`src/rtl/parc_core_dpath_dmemresp_queue_if.sv`:
```
// Handshake bundle for the dmem response queue: enqueue side, dequeue side and status.
interface parc_core_dpath_dmemresp_queue_if #(
    parameter int CNT_W = 3
);
    logic             enq_val;
    logic             enq_rdy;
    logic [31:0]      enq_msg_data;
    logic [2:0]       enq_type;
    logic [1:0]       enq_offset;
    logic             flush;
    logic             deq_val;
    logic             deq_rdy;
    logic [31:0]      deq_msg_data;
    logic [CNT_W-1:0] count;
    logic             almost_full;

    modport slave (
        input  enq_val, enq_msg_data, enq_type, enq_offset, flush, deq_rdy,
        output enq_rdy, deq_val, deq_msg_data, count, almost_full
    );

    modport master (
        output enq_val, enq_msg_data, enq_type, enq_offset, flush, deq_rdy,
        input  enq_rdy, deq_val, deq_msg_data, count, almost_full
    );
endinterface

```
`src/rtl/parc_core_dpath_dmemresp_queue.sv`:
```
// M-stage dmem response queue: subword extraction on enqueue, DEPTH-entry circular FIFO.
// Optional same-cycle empty-queue bypass enabled by PARC_DMEMRESP_QUEUE_BYPASS_EN.
module parc_core_dpath_dmemresp_queue #(
    parameter int DEPTH    = 4,
    parameter int AF_LEVEL = 3,
    parameter int CNT_W    = 3
) (
    input  logic clk,
    input  logic reset,
    parc_core_dpath_dmemresp_queue_if.slave q
);
    localparam int PTR_W = $clog2(DEPTH);

    logic [PTR_W-1:0] wr_ptr_q, wr_ptr_d;
    logic [PTR_W-1:0] rd_ptr_q, rd_ptr_d;
    logic [CNT_W-1:0] count_q, count_d;
    logic [31:0]      mem_q [DEPTH];
    logic [31:0]      mem_d [DEPTH];

    logic [31:0] fmt_data;
    logic [7:0]  byte_sel;
    logic [15:0] half_sel;
    logic        enq_fire, deq_fire, deq_val_reg, byp;

    // Byte lane picked by the full offset; halfword lane by offset[1] only.
    always_comb begin
        byte_sel = q.enq_msg_data[{q.enq_offset, 3'b000} +: 8];
        half_sel = q.enq_msg_data[{q.enq_offset[1], 4'b0000} +: 16];
        case (q.enq_type)
            3'd1:    fmt_data = {{24{byte_sel[7]}}, byte_sel};
            3'd2:    fmt_data = {24'b0, byte_sel};
            3'd3:    fmt_data = {{16{half_sel[15]}}, half_sel};
            3'd4:    fmt_data = {16'b0, half_sel};
            default: fmt_data = q.enq_msg_data;
        endcase
    end

    assign q.enq_rdy   = (count_q != CNT_W'(DEPTH)) && !q.flush && reset;
    assign deq_val_reg = (count_q != '0) && !q.flush && reset;

`ifdef PARC_DMEMRESP_QUEUE_BYPASS_EN
    assign byp = (count_q == '0) && q.enq_val && q.deq_rdy && !q.flush && reset;
`else
    assign byp = 1'b0;
`endif

    assign q.deq_val      = deq_val_reg || byp;
    assign q.deq_msg_data = byp ? fmt_data : mem_q[rd_ptr_q];

    // A bypassed response completes on the deq side and is never stored.
    assign enq_fire = q.enq_val && q.enq_rdy && !byp;
    assign deq_fire = deq_val_reg && q.deq_rdy;

    assign q.count       = reset ? count_q : '0;
    assign q.almost_full = reset && (count_q >= CNT_W'(AF_LEVEL));

    always_comb begin
        wr_ptr_d = wr_ptr_q;
        rd_ptr_d = rd_ptr_q;
        count_d  = count_q;
        mem_d    = mem_q;
        if (q.flush) begin
            wr_ptr_d = '0;
            rd_ptr_d = '0;
            count_d  = '0;
        end else begin
            if (enq_fire) begin
                mem_d[wr_ptr_q] = fmt_data;
                wr_ptr_d        = wr_ptr_q + PTR_W'(1);
            end
            if (deq_fire)
                rd_ptr_d = rd_ptr_q + PTR_W'(1);
            case ({enq_fire, deq_fire})
                2'b10:   count_d = count_q + CNT_W'(1);
                2'b01:   count_d = count_q - CNT_W'(1);
                default: count_d = count_q;
            endcase
        end
    end

    always_ff @(posedge clk) begin
        if (!reset) begin
            wr_ptr_q <= '0;
            rd_ptr_q <= '0;
            count_q  <= '0;
        end else begin
            wr_ptr_q <= wr_ptr_d;
            rd_ptr_q <= rd_ptr_d;
            count_q  <= count_d;
        end
    end

    // Storage is deliberately not reset; only the pointers define validity.
    always_ff @(posedge clk) begin
        mem_q <= mem_d;
    end
endmodule

```
`src/flat_wrapper.sv`:
```
// flat-port wrapper written by rule: the top's interface ports become plain ports
module parc_core_dpath_dmemresp_queue_flat 
#(
    parameter int DEPTH    = 4,
    parameter int AF_LEVEL = 3,
    parameter int CNT_W    = 3
)
  (clk, reset, q_enq_val, q_enq_msg_data, q_enq_type, q_enq_offset, q_flush, q_deq_rdy, q_enq_rdy, q_deq_val, q_deq_msg_data, q_count, q_almost_full);
  parc_core_dpath_dmemresp_queue_if #(.CNT_W(CNT_W)) q_i ();
  input  logic clk;
  input  logic reset;
  input wire logic [$bits(q_i.enq_val)-1:0] q_enq_val;
  input wire logic [$bits(q_i.enq_msg_data)-1:0] q_enq_msg_data;
  input wire logic [$bits(q_i.enq_type)-1:0] q_enq_type;
  input wire logic [$bits(q_i.enq_offset)-1:0] q_enq_offset;
  input wire logic [$bits(q_i.flush)-1:0] q_flush;
  input wire logic [$bits(q_i.deq_rdy)-1:0] q_deq_rdy;
  output wire logic [$bits(q_i.enq_rdy)-1:0] q_enq_rdy;
  output wire logic [$bits(q_i.deq_val)-1:0] q_deq_val;
  output wire logic [$bits(q_i.deq_msg_data)-1:0] q_deq_msg_data;
  output wire logic [$bits(q_i.count)-1:0] q_count;
  output wire logic [$bits(q_i.almost_full)-1:0] q_almost_full;
  assign q_i.enq_val = q_enq_val;
  assign q_i.enq_msg_data = q_enq_msg_data;
  assign q_i.enq_type = q_enq_type;
  assign q_i.enq_offset = q_enq_offset;
  assign q_i.flush = q_flush;
  assign q_i.deq_rdy = q_deq_rdy;
  assign q_enq_rdy = q_i.enq_rdy;
  assign q_deq_val = q_i.deq_val;
  assign q_deq_msg_data = q_i.deq_msg_data;
  assign q_count = q_i.count;
  assign q_almost_full = q_i.almost_full;
  parc_core_dpath_dmemresp_queue #(.DEPTH(DEPTH), .AF_LEVEL(AF_LEVEL), .CNT_W(CNT_W)) u_core (.clk(clk), .reset(reset), .q(q_i));
endmodule
```
`config.mk`:
```
export PLATFORM = sky130hd
export DESIGN_NAME = parc_core_dpath_dmemresp_queue_flat
export DESIGN_NICKNAME = d
export VERILOG_FILES = /design/src/rtl/parc_core_dpath_dmemresp_queue_if.sv /design/src/rtl/parc_core_dpath_dmemresp_queue.sv /design/src/flat_wrapper.sv
export SDC_FILE = /design/constraint.sdc
export NUM_CORES = 1
export LEC_CHECK = 0
export CAP_MARGIN = 10
export CORE_MARGIN = 2
export CORE_UTILIZATION = 55
export DETAILED_ROUTE_END_ITERATION = 10
export MAX_ROUTING_LAYER = met4
export PLACE_DENSITY_LB_ADDON = 0.2
export SLEW_MARGIN = 20
export SYNTH_ARGS = -nofsm -noshare
export SYNTH_HDL_FRONTEND = slang
export SYNTH_SLANG_ARGS = --single-unit
```
`constraint.sdc`:
```
create_clock -name clk -period 6.28 [get_ports clk]
set_clock_uncertainty 0.2 [all_clocks]
set_input_delay 0.942 -clock clk [delete_from_list [all_inputs] [get_ports clk]]
set_output_delay 0.942 -clock clk [all_outputs]
set_load 0.02 [all_outputs]
```
==> impl_metrics.json, run 1 <==
{
  "num_antenna_cells": 0,
  "ant_nets": 0,
  "timing.setup.tns_ps": 0,
  "synthTopCellsByArea": "edfxtp_1 (63%), mux4_2 (12%), dfxtp_1 (2.3%)",
  "synthMuxAreaShare_pct": 13.8,
  "cts-buffers-inserted": 17,
  "clockBufferDepth": 2,
  "use_met3_pct": 4.74,
  "p_int_mw": 1.72,
  "slew_viol_final": 0,
  "tightest_slew_ps": 1050,
  "first_global_vias": 3858,
  "yosysWarningCount": 0,
  "power_frac_seq_pct": 46.6,
  "cp-end-kind": "primary output",
  "firstDrtPassIters": 5,
  "grt.busiest_layer": "met2",
  "overflow": 0,
  "yosys.area.top_type": "edfxtp_1",
  "core-area_um2": 10800,
  "finalHoldViolCount": 0,
  "clk_pin_slew_ps": 60,
  "fin_crit_sh_pct": 62.0,
  "clock_power_share_pct": 45.5,
  "critical_path_arrival_ps": 2750,
  "drive_gt1_share_pct": 16.1,
  "grt_pass1_wl_mm": 20.7,
  "insertion_delay_ps": 500,
  "p_total_mw": 2.18,
  "initial_utilization_pct": 56.5,
  "synth_area_um2": 6130,
  "vias_per_cell": 6.12,
  "dpl-instance-area_um2": 7010,
  "p_per_area_nw_per_um2": 287,
  "die_width_um": 110,
  "synthArstFlopShare_pct": 0,
  "setup_viol": 0,
  "hold_depth": 2,
  "num-fill-cells": 741,
  "ys_dominant_reg_cell": "edfxtp_1",
  "synth_compound_area_share_pct": 6.64,
  "synth_top_area_share_pct": 62.7,
  "rsz0062_at_grt": "false",
  "antenna_found_initial": 0,
  "wl_per_cell_um": 21.5,
  "placed_cells": 588,
  "p_sw_share_pct": 20.9,
  "syn_nets": 436,
  "final_nets": 515,
  "globalRouteMet2Util_pct": 39.2,
  "wirelength_mm": 13.3,
  "num_rows": 38,
  "ys_seq_elements": 135,
  "design_area_um2": 7600,
  "required_ps": 5140,
  "cts-root-buf": "clkbuf_8",
  "synthXorXnorAreaFrac_pct": 0.858,
  "cts_tree": "yes",
  "htreeDepth": 4,
  "cp-start-kind": "register",
  "worstSetupPathType": "reg -> out",
  "maxCapViolCount": 0,
  "met1_usage_pct": 32.5,
  "post_cts_resized": 0,
  "grt_max_degree": 36,
  "peakVddDrop_v": 0.000190,
  "post-route-min-period_ps": 3900,
  "synth-edff-count": 128,
  "synth-simple-area-share_pct": 8.99,
  "synth_cells": 388,
  "relSlewSlack_pct": 29.2,
  "drtIter0Drc": 309,
  "fmax_ghz": 0.257,
  "post-dp-hpwl_mm": 8.44,
  "path_max_fanout": 23,
  "num_vias": 3791,
  "gp_congestion": 0.851,
  "die_area_um2": 12000,
  "track_usage_pct": 24.9,
  "synth_top_family_by_area": "multiplexers",
  "cts_setup_buffers": 0,
  "synth_cell_type_count": 45,
  "io_pins": 80,
  "avgSynthCellArea_um2": 15.8,
  "status": "finished, final reports clean",
  "min_path_type": "reg -> reg",
  "die_y_um": 110,
  "synth_fa_ha_area_share_pct": 1.51,
  "syn_to_final_growth_pct": 24.1,
  "reg2reg_depth": 8,
  "io_buffer_count": 79,
  "clock-sinks": 135,
  "ys_seq_area_share_pct": 65.0,
  "fin_ws_ps": 2380,
  "layoutNonFillerInstCount": 619,
  "pre_cts_ws_ps": 2110,
  "p_sw_mw": 0.455,
  "p_leak_nw": 2.50,
  "power_frac_comb_pct": 7.9,
  "postCtsHoldBufs": 0,
  "drc_errors": 0
}
layout make-up:
cell class	count	area (µm²)	area share, %
clock buffer	17	414	5.45
clock inverter	14	183	2.40
inverter	15	56.3	0.741
multi-input combinational	212	1950	25.6
sequential	135	3990	52.4
tap	140	175	2.30
timing repair buffer	86	838	11.0
power groups by stage:
| stage | sequential, mW | clock (mW) | combinational, mW |
|---|---|---|---|
| after floorplan | 1.03 | 0 | 0.0969 |
| after global placement | 1.03 | 0 | 0.164 |
| after detailed placement | 1.03 | 0 | 0.170 |
| after CTS | 1.02 | 1.00 | 0.170 |
| after global routing | 1.02 | 1.04 | 0.186 |
| final | 1.02 | 0.992 | 0.172 |
per-stage QoR:
stage	utilization [%]	hold slack [ps]
detailed placement	64.6	355
global route	70.1	393
finish	70.1	361
global placement	64.6	336
CTS	70.2	365
floorplan	-	308
cells in the final DEF, fill, tap and decap left out, types with 8 or more instances in the layout:
| cell | n |
|---|---|
| nor2_1 | 8 |
| nand2_1 | 29 |
| inv_1 | 15 |
| nand4_1 | 16 |
| nand3_1 | 8 |
| a32oi_1 | 8 |
| mux4_2 | 33 |
| nand3b_1 | 17 |
| clkdlybuf4s50_1 | 78 |
| clkbuf_16 | 16 |
| o21ai_0 | 23 |
| and2_1 | 9 |
| o22a_1 | 8 |
| edfxtp_1 | 128 |
| mux2i_1 | 8 |
metal layers:
layer  part of all wire [%]  vias up
met2                     51      172
met3                    6.6       17
li1                       -     1701
met1                     41     1901
met5                      0        -
met4                    1.3        0
sequential cells by signal, indices dropped and copies added, names as in the netlist:
name,flops
u_core.rd_ptr_q,2
u_core.mem_q,128
u_core.wr_ptr_q,2
u_core.count_q,3
cell usage after synthesis (8+ instances only):
cell and instances:
nand4_1 16, a32oi_1 8, o21ai_0 23, nand3_1 8
edfxtp_1 128, nand3b_1 17, and2_1 9, clkbuf_1 10
inv_1 15, o22a_1 8, mux2i_1 8, nor2_1 8
nand2_1 29, buf_2 10, mux4_2 33
path summary, 6_finish.rpt:
| kind | from | end | slack, ps |
|---|---|---|---|
| worst max register to register | u_core.count_q[2] | u_core.count_q[2] | 3810 |
| worst min-delay path | u_core.wr_ptr_q[1] | u_core.wr_ptr_q[1] | 360 |
| worst max-delay path | u_core.rd_ptr_q[0] | q_deq_msg_data[13] | 2380 |
| worst min register to register | u_core.wr_ptr_q[1] | u_core.wr_ptr_q[1] | 360 |
critical path, stage by stage, from the launching register on:
cell             delay, ps
dfxtp_2                590
buf_4                  500
mux4_2                 600
clkdlybuf4s50_1        560
cell families after synthesis:
logic type	after synthesis
flops	135
simple gates	99
compound gates	58
mux	42
buf+inv	41
fa+ha+maj	7
xor+xnor	6
Power figures use the tool's default switching activity.
==> run 2: changes to the inputs <==
==> constraint.sdc (replaced) <==
create_clock -name clk -period 3.7 [get_ports clk]
set_clock_uncertainty 0.2 [all_clocks]
set_input_delay 0.555 -clock clk [delete_from_list [all_inputs] [get_ports clk]]
set_output_delay 0.555 -clock clk [all_outputs]
set_load 0.02 [all_outputs]
==> impl_metrics.json, run 2 (same netlist as run 1, synthesis figures left out) <==
{
  "tightest_slew_ps": 750,
  "ant_nets": 0,
  "num-fill-cells": 721,
  "p_total_mw": 3.58,
  "final_common_cell": "edfxtp_1",
  "htreeDepth": 4,
  "die_y_um": 110,
  "layoutNonFillerInstCount": 624,
  "overflow": 0,
  "finalHoldViolCount": 0,
  "cts-root-buf": "clkbuf_8",
  "insertion_delay_ps": 520,
  "required_ps": 2940,
  "initial_utilization_pct": 56.5,
  "path_cells": "buf_12 > mux4_2 > clkdlybuf4s50_1",
  "antenna_found_initial": 0,
  "drc_errors": 0,
  "num_rows": 38,
  "cts-buffers-inserted": 17,
  "layout_common_cells": "edfxtp_1 (128), clkdlybuf4s50_1 (79), mux4_2 (33)",
  "io_pins": 80,
  "p_leak_nw": 2.50,
  "drive_gt1_share_pct": 16.7,
  "post-route-min-period_ps": 3350,
  "clock-sinks": 135,
  "status": "finished, final reports clean",
  "crit_path_max_incr_delay_ps": 690,
  "largestRegisters": "u_core.mem_q x128, u_core.count_q x3",
  "wl_per_cell_um": 21.2,
  "p_per_area_nw_per_um2": 471,
  "num_antenna_cells": 0,
  "min_path_type": "reg -> reg",
  "first_global_vias": 3908,
  "maxCapViolCount": 0,
  "placed_cells": 592,
  "critical_path_arrival_ps": 2590,
  "vias_per_cell": 6.07,
  "design_area_um2": 7610,
  "drtIter0Drc": 353,
  "grt_pass1_wl_mm": 20.9,
  "dpl-instance-area_um2": 7050,
  "clk_pin_slew_ps": 60,
  "largest_reg_flops": 128,
  "slowest_stage": "dfxtp_2",
  "largest_register": "u_core.mem_q",
  "grt_max_degree": 35,
  "firstDrtPassIters": 7,
  "syn_to_final_growth_pct": 24.2,
  "timing.setup.tns_ps": 0,
  "peakVddDrop_v": 0.000339,
  "wirelength_mm": 13.2,
  "io_buffer_count": 79,
  "path_max_fanout": 20,
  "num_vias": 3786,
  "worstSetupPathType": "reg -> out",
  "die_width_um": 110,
  "post_cts_resized": 0,
  "gp_congestion": 0.888,
  "clockBufferDepth": 2,
  "setup_viol": 0,
  "cp-start-kind": "register",
  "slew_viol_final": 0,
  "final_nets": 519,
  "fin_crit_sh_pct": 90.5,
  "relSlewSlack_pct": 49.8,
  "track_usage_pct": 25.0,
  "fmax_ghz": 0.299,
  "rsz0062_at_grt": "false",
  "postCtsHoldBufs": 0,
  "post-dp-hpwl_mm": 8.44,
  "die_area_um2": 12000,
  "cp-end-kind": "primary output",
  "cts_tree": "yes",
  "cts_setup_buffers": 0,
  "core-area_um2": 10800
}
[run 2: per-stage QoR]
stage          setup WS (ps)  hold slack [ps]  utilization, %
2_1_floorplan           1090              308               -
3_3_place_gp             588              342            65.0
3_5_place_dp             461              353            65.1
4_1_cts                  272              361            70.2
5_1_grt                  172              385            70.2
6_report                 353              356            70.2
[run 2: layer usage]
metal / up-vias / share of wire, % / track usage, %
li1: 1706 / - / -
met1: 1897 / 42 / 33.3
met2: 158 / 49 / 37.7
met3: 25 / 6.4 / 5.63
met4: 0 / 2.3 / 10.1
met5: - / 0 / -
[run 2: final timing paths]
path / start / endpoint / slack (ps) / depth (start not counted)
setup / recovery: u_core.rd_ptr_q[0] / q_deq_msg_data[5] / 350 / 3
setup reg to reg: u_core.count_q[2] / u_core.count_q[2] / 1220 / 8
hold reg to reg: u_core.wr_ptr_q[1] / u_core.wr_ptr_q[1] / 360 / 2
hold / removal: u_core.wr_ptr_q[1] / u_core.wr_ptr_q[1] / 360 / 2
[run 2: critical path: cells and delay by family, from the launching register on]
kind	cells	cell delay [ps]
buf+inv	2	840
flops	1	690
mux	1	530
[run 2: layout make-up]
cell class / count / area (µm²) / share of cell area (%)
Sequential cell: 135 / 3990 / 52.4
Multi-Input combinational cell: 212 / 1950 / 25.6
Timing Repair Buffer: 90 / 886 / 11.6
Clock buffer: 18 / 418 / 5.49
Tap cell: 140 / 175 / 2.30
Clock inverter: 14 / 135 / 1.78
Inverter: 15 / 56.3 / 0.740
[run 2: power breakdown]
part	internal, mW	switching (mW)
clock	0.948	0.613
sequential	1.72	0.00452
combinational	0.127	0.170
==> run 3: changes to the inputs <==
==> constraint.sdc (replaced) <==
create_clock -name clk -period 4.1 [get_ports clk]
set_clock_uncertainty 0.2 [all_clocks]
set_input_delay 0.615 -clock clk [delete_from_list [all_inputs] [get_ports clk]]
set_output_delay 0.615 -clock clk [all_outputs]
set_load 0.02 [all_outputs]
==> impl_metrics.json, run 3 (same netlist as run 1, synthesis figures left out) <==
{
  "path_cells": "buf_12 > mux4_2 > clkdlybuf4s50_1",
  "die_width_um": 110,
  "relSlewSlack_pct": 32.7,
  "grt_pass1_wl_mm": 20.0,
  "antenna_found_initial": 0,
  "rsz0062_at_grt": "false",
  "num_vias": 3698,
  "htreeDepth": 4,
  "path_max_fanout": 25,
  "track_usage_pct": 24.0,
  "reg2reg_depth": 8,
  "num_rows": 38,
  "final_util_pct": 70.5,
  "post-dp-hpwl_mm": 8.18,
  "cts_tree": "yes",
  "drtIter0Drc": 228,
  "wl_per_cell_um": 20.5,
  "hold_ws_ps": 354,
  "clockBufferDepth": 2,
  "gp_congestion": 0.876,
  "crit_path_max_incr_delay_ps": 570,
  "first_global_vias": 3716,
  "clk_pin_slew_ps": 60,
  "postCtsHoldBufs": 0,
  "num_antenna_cells": 0,
  "post-route-min-period_ps": 3300,
  "min_from": "u_core.wr_ptr_q[1]",
  "hold_end": "u_core.wr_ptr_q[1]",
  "min_path_type": "reg -> reg",
  "r2r_slack_ps": 1720,
  "wirelength_mm": 12.7,
  "final_nets": 518,
  "cp-start-kind": "register",
  "hold_depth": 2,
  "firstDrtPassIters": 5,
  "grt_max_degree": 35,
  "post_cts_resized": 0,
  "peakVddDrop_v": 0.000319,
  "drc_errors": 0,
  "timing.setup.tns_ps": 0,
  "largest_register": "u_core.mem_q",
  "critical_path_arrival_ps": 2480,
  "final_common_cell": "edfxtp_1",
  "drive_gt1_share_pct": 16.6,
  "rr_endpoint": "u_core.count_q[2]",
  "io_buffer_count": 79,
  "core-area_um2": 10800,
  "layout_common_cells": "edfxtp_1 (128), clkdlybuf4s50_1 (79), mux4_2 (33)",
  "ant_nets": 0,
  "tightest_slew_ps": 1010,
  "slowest_stage": "mux4_2",
  "vias_per_cell": 5.95,
  "largest_reg_flops": 128,
  "syn_to_final_growth_pct": 24.8,
  "io_pins": 80,
  "required_ps": 3280,
  "status": "finished, final reports clean",
  "cts-buffers-inserted": 17,
  "die_area_um2": 12000,
  "largestRegisters": "u_core.mem_q x128, u_core.count_q x3",
  "overflow": 0,
  "slew_viol_final": 0,
  "p_leak_nw": 2.51,
  "cts-root-buf": "clkbuf_8",
  "fin_crit_sh_pct": 80.4,
  "setup_viol": 0,
  "finalHoldViolCount": 0,
  "r2r-start": "u_core.count_q[2]",
  "p_per_area_nw_per_um2": 439,
  "clock-sinks": 135,
  "fmax_ghz": 0.303,
  "die_y_um": 110,
  "fin_ws_ps": 803,
  "initial_utilization_pct": 56.5,
  "cp-end-kind": "primary output",
  "pre_cts_ws_ps": 834,
  "worstSetupPathType": "reg -> out",
  "maxCapViolCount": 0,
  "cts_setup_buffers": 0,
  "insertion_delay_ps": 500
}
run 3: cell types whose count changed in the layout (fill, tap and decap cells not counted):
cell / before / now
nor2b_2: 1 / 0
clkinv_2: 3 / 2
clkinv_1: 3 / 0
clkbuf_1: 1 / 2
nor2b_1: 1 / 2
buf_4: 10 / 9
bufinv_16: 2 / 4
run 3: cell type report:
| cell class | count | area, µm² |
|---|---|---|
| inverter | 15 | 56.3 |
| multi-input combinational | 212 | 1950 |
| tap | 140 | 175 |
| clock inverter | 12 | 179 |
| timing repair buffer | 89 | 878 |
| sequential | 135 | 3990 |
| clock buffer | 19 | 422 |
| fill | 730 | 3200 |
run 3: metrics by stage:
stage / std cells / total power, mW / instance area (µm²)
2_1_floorplan: 388 / 1.73 / 6130
3_3_place_gp: 591 / 1.84 / 7040
3_5_place_dp: 591 / 1.85 / 7040
4_1_cts: 622 / 3.37 / 7640
5_1_grt: 622 / 3.46 / 7640
6_report: 622 / 3.35 / 7640
run 3: worst max-delay path by stage:
stage,start,endpoint,slack [ps]
final,u_core.rd_ptr_q[0],q_deq_msg_data[14],800
after global routing,u_core.rd_ptr_q[0],q_deq_msg_data[14],660
after CTS,u_core.rd_ptr_q[0],q_deq_msg_data[14],750
after detailed placement,reset,u_core.count_q[2],830
after global placement,reset,u_core.count_q[2],910
after floorplan,q_flush,u_core.mem_q[0],1430
run 3: worst max-delay path, delay by kind of cell, from the launching register on:
kind / cells / cell delay, ps
DFF: 1 / 540
buffers and inverters: 2 / 850
muxes: 1 / 570
run 3: power by group:
group | internal, mW | switching [mW]
Sequential | 1.55 | 0.00403
Combinational | 0.114 | 0.152
Clock | 0.984 | 0.547
run 3: per-layer routing:
layer,routed length [µm],GRT usage [%]
met5,0,-
met4,144,8.14
met3,548,4.68
met2,6380,36.9
met1,5670,32.7
